[src/rtl/regfile_pkg.sv]
// -----------------------------------------------------------------------------
// regfile_pkg
// Shared constants and types for the 32-entry register file and its
// write-select decoder.
//   NUM_REGS        : number of architectural registers
//   REG_ADDR_W      : width of a register number
//   ZERO_REG        : register number that is hardwired to zero
//   DEFAULT_DATA_W  : default register width
//   reg_addr_t      : register number type
//   reg_sel_t       : one-hot write-select word
//   word_t          : register word at the default width; blocks built with a
//                     non-default DATA_WIDTH declare the same shape locally
// -----------------------------------------------------------------------------
package regfile_pkg;

    localparam int NUM_REGS       = 32;
    localparam int REG_ADDR_W     = 5;
    localparam int DEFAULT_DATA_W = 32;

    typedef logic [REG_ADDR_W-1:0]     reg_addr_t;
    typedef logic [NUM_REGS-1:0]       reg_sel_t;
    typedef logic [DEFAULT_DATA_W-1:0] word_t;

    localparam reg_addr_t ZERO_REG = 5'd0;

endpackage

[src/rtl/register_file32_if.sv]
// -----------------------------------------------------------------------------
// register_file32_if
// Read/write bus between the datapath and the register file.
//   read_reg1/2  : read port register numbers (datapath -> regfile)
//   write_reg    : destination register number (datapath -> regfile)
//   write_data   : value to store (datapath -> regfile)
//   reg_write    : write enable for this cycle (datapath -> regfile)
//   read_data1/2 : read port data (regfile -> datapath)
// Modports: master = datapath side, slave = register file side.
// -----------------------------------------------------------------------------
interface register_file32_if #(
    parameter int DATA_WIDTH = 32
);
    import regfile_pkg::*;

    reg_addr_t             read_reg1;
    reg_addr_t             read_reg2;
    reg_addr_t             write_reg;
    logic [DATA_WIDTH-1:0] write_data;
    logic                  reg_write;
    logic [DATA_WIDTH-1:0] read_data1;
    logic [DATA_WIDTH-1:0] read_data2;

    modport master (
        output read_reg1, read_reg2, write_reg, write_data, reg_write,
        input  read_data1, read_data2
    );

    modport slave (
        input  read_reg1, read_reg2, write_reg, write_data, reg_write,
        output read_data1, read_data2
    );

endinterface

[src/rtl/decoder5_32.sv]
// -----------------------------------------------------------------------------
// decoder5_32
// 5-to-32 one-hot decoder.
//   in  : 5-bit binary index
//   out : one-hot word, bit `in` set, all others clear
// -----------------------------------------------------------------------------
module decoder5_32
    import regfile_pkg::*;
(
    input  reg_addr_t in,
    output reg_sel_t  out
);

    assign out = reg_sel_t'(1) << in;

endmodule

[src/rtl/register_file32.sv]
// -----------------------------------------------------------------------------
// register_file32
// 32-entry register file with two asynchronous read ports and one synchronous
// write port. Register 0 is hardwired to zero. With BYPASS=1 a read of the
// register being written this cycle returns write_data (write-through).
//   clk   : sole clock, rising edge
//   reset : synchronous, active-high; clears every register, beats any write
//   bus   : register_file32_if slave (read_reg1/2, write_reg, write_data,
//           reg_write in; read_data1/2 out)
// -----------------------------------------------------------------------------
module register_file32
    import regfile_pkg::*;
#(
    parameter int DATA_WIDTH = 32,
    parameter int BYPASS     = 1
) (
    input  logic              clk,
    input  logic              reset,
    register_file32_if.slave  bus
);

    typedef logic [DATA_WIDTH-1:0] data_t;

    data_t    regs [NUM_REGS];
    reg_sel_t sel;
    reg_sel_t we;

    decoder5_32 u_write_decode (
        .in  (bus.write_reg),
        .out (sel)
    );

    assign we = sel & {NUM_REGS{bus.reg_write}};

    // NOTE: the array is cleared by reset because the datapath relies on all
    // registers reading 0 after reset; it therefore maps to flops, not a RAM.
    // Non-blocking assignments keep every register update on the same edge.
    always_ff @(posedge clk) begin
        if (reset) begin
            for (int i = 0; i < NUM_REGS; i++) begin
                regs[i] <= '0;
            end
        end else begin
            // Entry 0 is excluded so a write to r0 is dropped.
            for (int i = 0; i < NUM_REGS; i++) begin
                if (we[i] && (i != 0)) begin
                    regs[i] <= bus.write_data;
                end
            end
        end
    end

    // Forwarding applies only to a real write to a nonzero register.
    logic write_live;
    assign write_live = (BYPASS != 0) && bus.reg_write && (bus.write_reg != ZERO_REG);

    data_t rd1;
    data_t rd2;

    // NOTE: each output gets a default before the conditional overrides so no
    // path leaves it unassigned and no latch is inferred.
    always_comb begin
        rd1 = '0;
        rd2 = '0;
        if (bus.read_reg1 != ZERO_REG) rd1 = regs[bus.read_reg1];
        if (bus.read_reg2 != ZERO_REG) rd2 = regs[bus.read_reg2];
        if (write_live && (bus.read_reg1 == bus.write_reg)) rd1 = bus.write_data;
        if (write_live && (bus.read_reg2 == bus.write_reg)) rd2 = bus.write_data;
    end

    assign bus.read_data1 = rd1;
    assign bus.read_data2 = rd2;

endmodule

[src/flat_wrapper.sv]
// flat-port wrapper written by rule: the top's interface ports become plain ports
module register_file32_flat import regfile_pkg::*;
#(
    parameter int DATA_WIDTH = 32,
    parameter int BYPASS     = 1
)
  (clk, reset, bus_read_reg1, bus_read_reg2, bus_write_reg, bus_write_data, bus_reg_write, bus_read_data1, bus_read_data2);
  register_file32_if #(.DATA_WIDTH(DATA_WIDTH)) bus_i ();
  input  logic clk;
  input  logic reset;
  input wire logic [$bits(bus_i.read_reg1)-1:0] bus_read_reg1;
  input wire logic [$bits(bus_i.read_reg2)-1:0] bus_read_reg2;
  input wire logic [$bits(bus_i.write_reg)-1:0] bus_write_reg;
  input wire logic [$bits(bus_i.write_data)-1:0] bus_write_data;
  input wire logic [$bits(bus_i.reg_write)-1:0] bus_reg_write;
  output wire logic [$bits(bus_i.read_data1)-1:0] bus_read_data1;
  output wire logic [$bits(bus_i.read_data2)-1:0] bus_read_data2;
  assign bus_i.read_reg1 = bus_read_reg1;
  assign bus_i.read_reg2 = bus_read_reg2;
  assign bus_i.write_reg = bus_write_reg;
  assign bus_i.write_data = bus_write_data;
  assign bus_i.reg_write = bus_reg_write;
  assign bus_read_data1 = bus_i.read_data1;
  assign bus_read_data2 = bus_i.read_data2;
  register_file32 #(.DATA_WIDTH(DATA_WIDTH), .BYPASS(BYPASS)) u_core (.clk(clk), .reset(reset), .bus(bus_i));
endmodule
[config.mk]
export PLATFORM = sky130hd
export DESIGN_NAME = register_file32_flat
export DESIGN_NICKNAME = d
export VERILOG_FILES = /design/src/rtl/regfile_pkg.sv /design/src/rtl/register_file32_if.sv /design/src/rtl/decoder5_32.sv /design/src/rtl/register_file32.sv /design/src/flat_wrapper.sv
export SDC_FILE = /design/constraint.sdc
export NUM_CORES = 2
export LEC_CHECK = 0
export BUFFER_PORTS_ARGS = -buffer_cell sky130_fd_sc_hd__buf_2
export CELL_PAD_IN_SITES_DETAIL_PLACEMENT = 1
export CELL_PAD_IN_SITES_GLOBAL_PLACEMENT = 1
export CORE_UTILIZATION = 30
export CTS_CLUSTER_SIZE = 28
export DETAILED_ROUTE_END_ITERATION = 7
export PLACE_DENSITY = 0.49
export SYNTH_ARGS = -nofsm -noshare
export SYNTH_HDL_FRONTEND = slang
export SYNTH_SLANG_ARGS = --single-unit
[constraint.sdc]
create_clock -name clk -period 7.2 [get_ports clk]
set_input_delay 0.72 -clock clk [delete_from_list [all_inputs] [get_ports clk]]
set_output_delay 0.72 -clock clk [all_outputs]
set_load 0.02 [all_outputs]
==> flow_summary.yaml <==
clock_tree:
  cts_buffers: 114
  cts_sinks: 992
  cts_root_buf: "clkbuf_16"
  ctsHoldBuffers: 0
  htree_levels: 3
  cts_max_path_buffers: 3
  clk_pin_slew_ns: 0.06
  cts-resized-gates: 0
  tritoncts: "yes"
  post_cts_buffers: 0
logic_synthesis:
  synth.most_common_cell: "edfxtp_1"
  yosysUniqueCellTypes: 46
  synth_seq_cells: 992
  yosysWarnings: 0
  synth_edf_count: 992
  synthCells: 3272
  ys.flop_type: "edfxtp_1"
  synthTopCellsByArea: "edfxtp_1 (60%), mux4_2 (17%), mux2i_1 (6.0%), nor2_1 (4.5%), o22ai_1 (1.8%)"
  synth_common_cells: "edfxtp_1 (992), nor2_1 (587), mux4_2 (369)"
  syn-cell-area_mm2: 0.0495
  syn_area_per_cell_um2: 15.1
  syn_nets: 3322
  ys_seq_area_share_pct: 60.2
  synth_area_leader_cell: "edfxtp_1"
  synth.top_cell.area_share_pct: 60.2
  async_flop_share_pct: 0
place:
  place.port_buffers: 113
  pre_cts_slack_ns: 2.15
  place_hpwl_mm: 118
  finalWeightedCongestion: 0.813
  dpl.cell_count: 5347
global_routing:
  grt.total_usage_pct: 24.3
  use_met2_pct: 39.8
  grt_pass1_vias: 34200
  grt_pass1_wl_mm: 282
  busiest_layer: "met2"
  grt-ovfl-total: 0
  gr-usage-met3_pct: 3.79
  gr-usage-met1_pct: 33.2
  antenna_found_initial: 20
  grt_max_degree: 133
layout:
  largest-register: "u_core.regs"
  largestRegisters: "u_core.regs: 992 flops"
  final_util_pct: 34.4
  largest_reg_flops: 992
  nNetsFinal: 3338
  syn_to_final_growth_pct: 13.7
  drive_above_1_share_pct: 25.3
  diodes: 0
  fin_cells: 5560
floorplanning:
  initial_core_util_pct: 30.3
  num_rows: 148
  fp.dieH_um: 408
  pin_count: 114
  die_area_mm2: 0.167
  die_width_um: 408
  fp.coreArea_mm2: 0.163
sta:
  finalHoldViolCount: 0
  finalCritPeriodShare_pct: 71.2
  finalSetupViolations: 0
  slew_viol_final: 0
  tns_ns: 0
  worst_slew_pin_slew_ns: 1.30
  maxSlewHeadroom_pct: 13.5
  grt_setup_unrepaired: "false"
  fmax_mhz: 195
  finalWorstSetupSlack_ns: 2.07
  timing.hold.ws_ns: 0.752
  final.min_clock_period_ns: 5.13
routing:
  drt-initial-drc-count: 3752
  via_count: 32800
  avgRoutedWirePerCell_um: 36.9
  drc_errors: 0
  firstDrtPassIters: 6
  avgViaCountPerCell: 5.89
  ant_nets: 0
  totalWireLength_mm: 205
power:
  power.density_mw_per_mm2: 265
  p_leak_uw: 0.0190
  ir_drop_mv: 0.223
worst_setup_path:
  worstSetupStartpointType: "primary input"
  worstPathArrival_ns: 4.41
  critical_path_class: "in -> out"
  path_max_fanout: 68
  crit_required_ns: 6.48
  critPathCaptureType: "output port"
min_path:
  hold_depth: 3
  hold_path_end: "u_core.regs[20][30]$_DFFE_PP_"
  hp-start: "bus_reg_write"
  hold_class: "in -> reg"
outcome:
  status: "finished, final reports clean"
job:
  maxCapViolations: 0
==> critical path, stage by stage <==
cell     delay, ns
buf_8         0.61
buf_4         0.68
nor4_1        0.20
nor2_4        0.62
o31ai_1       0.22
o31ai_1       0.92
buf_2         0.32
==> cell usage in the layout, fill, tap and decap left out, types with 6 or more instances in the layout <==
master     count
a21oi_1       24
a221o_1       17
a221oi_1      18
a22o_1        71
a22oi_1       11
a32o_1        11
buf_12         7
buf_2        106
buf_4         88
bufinv_16     12
clkbuf_1      28
clkbuf_16    116
clkinv_1      32
clkinv_2      19
edfxtp_1     992
inv_1         32
mux2_2        66
mux2i_1      296
mux4_2       369
nand2_1       98
nand2_2       14
nand2_4       14
nand2b_1      18
nand3_1        7
nand4_1        6
nor2_1       585
nor3_1        49
o21ai_4       12
o22ai_1      139
o31ai_1       64
xnor2_1        6
==> kinds of logic after synthesis <==
| group | Yosys count | synth area share, % |
|---|---|---|
| buffers and inverters | 340 | 3.12 |
| flip-flops | 992 | 60.2 |
| XOR/XNOR | 10 | 0.177 |
| AND/OR/NAND/NOR | 822 | 6.67 |
| AO/OA/AOI/OAI | 377 | 5.55 |
| multiplexers | 731 | 24.3 |
==> metal layers <==
metal | part of all wire, % | routed length (um) | vias to the layer above
met5 | 0.035 | 72 | -
met4 | 3.1 | 6360 | 10
met3 | 6.5 | 13400 | 319
met2 | 48 | 98200 | 1454
met1 | 42 | 87100 | 18000
li1 | - | - | 13000
==> worst max-delay path by stage <==
stage | depth (start not counted) | startpoint | end | slack [ns]
after global routing | 7 | bus_read_reg2[0] | bus_read_data2[17] | 2.00
after detailed placement | 7 | bus_read_reg2[0] | bus_read_data2[17] | 2.15
after global placement | 7 | bus_read_reg2[0] | bus_read_data2[0] | 2.22
after floorplan | 4 | bus_write_reg[1] | u_core.regs[18][0]$_DFFE_PP_ | 2.86
after CTS | 7 | bus_read_reg2[0] | bus_read_data2[17] | 2.14
final | 7 | bus_read_reg2[0] | bus_read_data2[17] | 2.07
==> layout make-up <==
class                           instances  area [um2]
Timing Repair Buffer                  206        1400
Fill cell                           16800      107000
Sequential cell                       992       29800
Clock inverter                         69         661
Clock buffer                          144        3010
Multi-Input combinational cell       1940       18600
Tap cell                             2175        2720
Inverter                               34         130
==> where the power goes <==
part | total (uW) | switching (uW) | internal (uW)
clock | 5850 | 2480 | 3370
combinational | 2050 | 1300 | 755
sequential | 6990 | 200 | 6790
==> through the flow <==
| stage | area [um2] | power, uW |
|---|---|---|
| after floorplan | 49500 | 8270 |
| after global placement | 52600 | 9110 |
| after detailed placement | 52600 | 9160 |
| after CTS | 56300 | 15000 |
| after global routing | 56300 | 15300 |
| final | 56300 | 14900 |
Power figures use the tool's default switching activity.
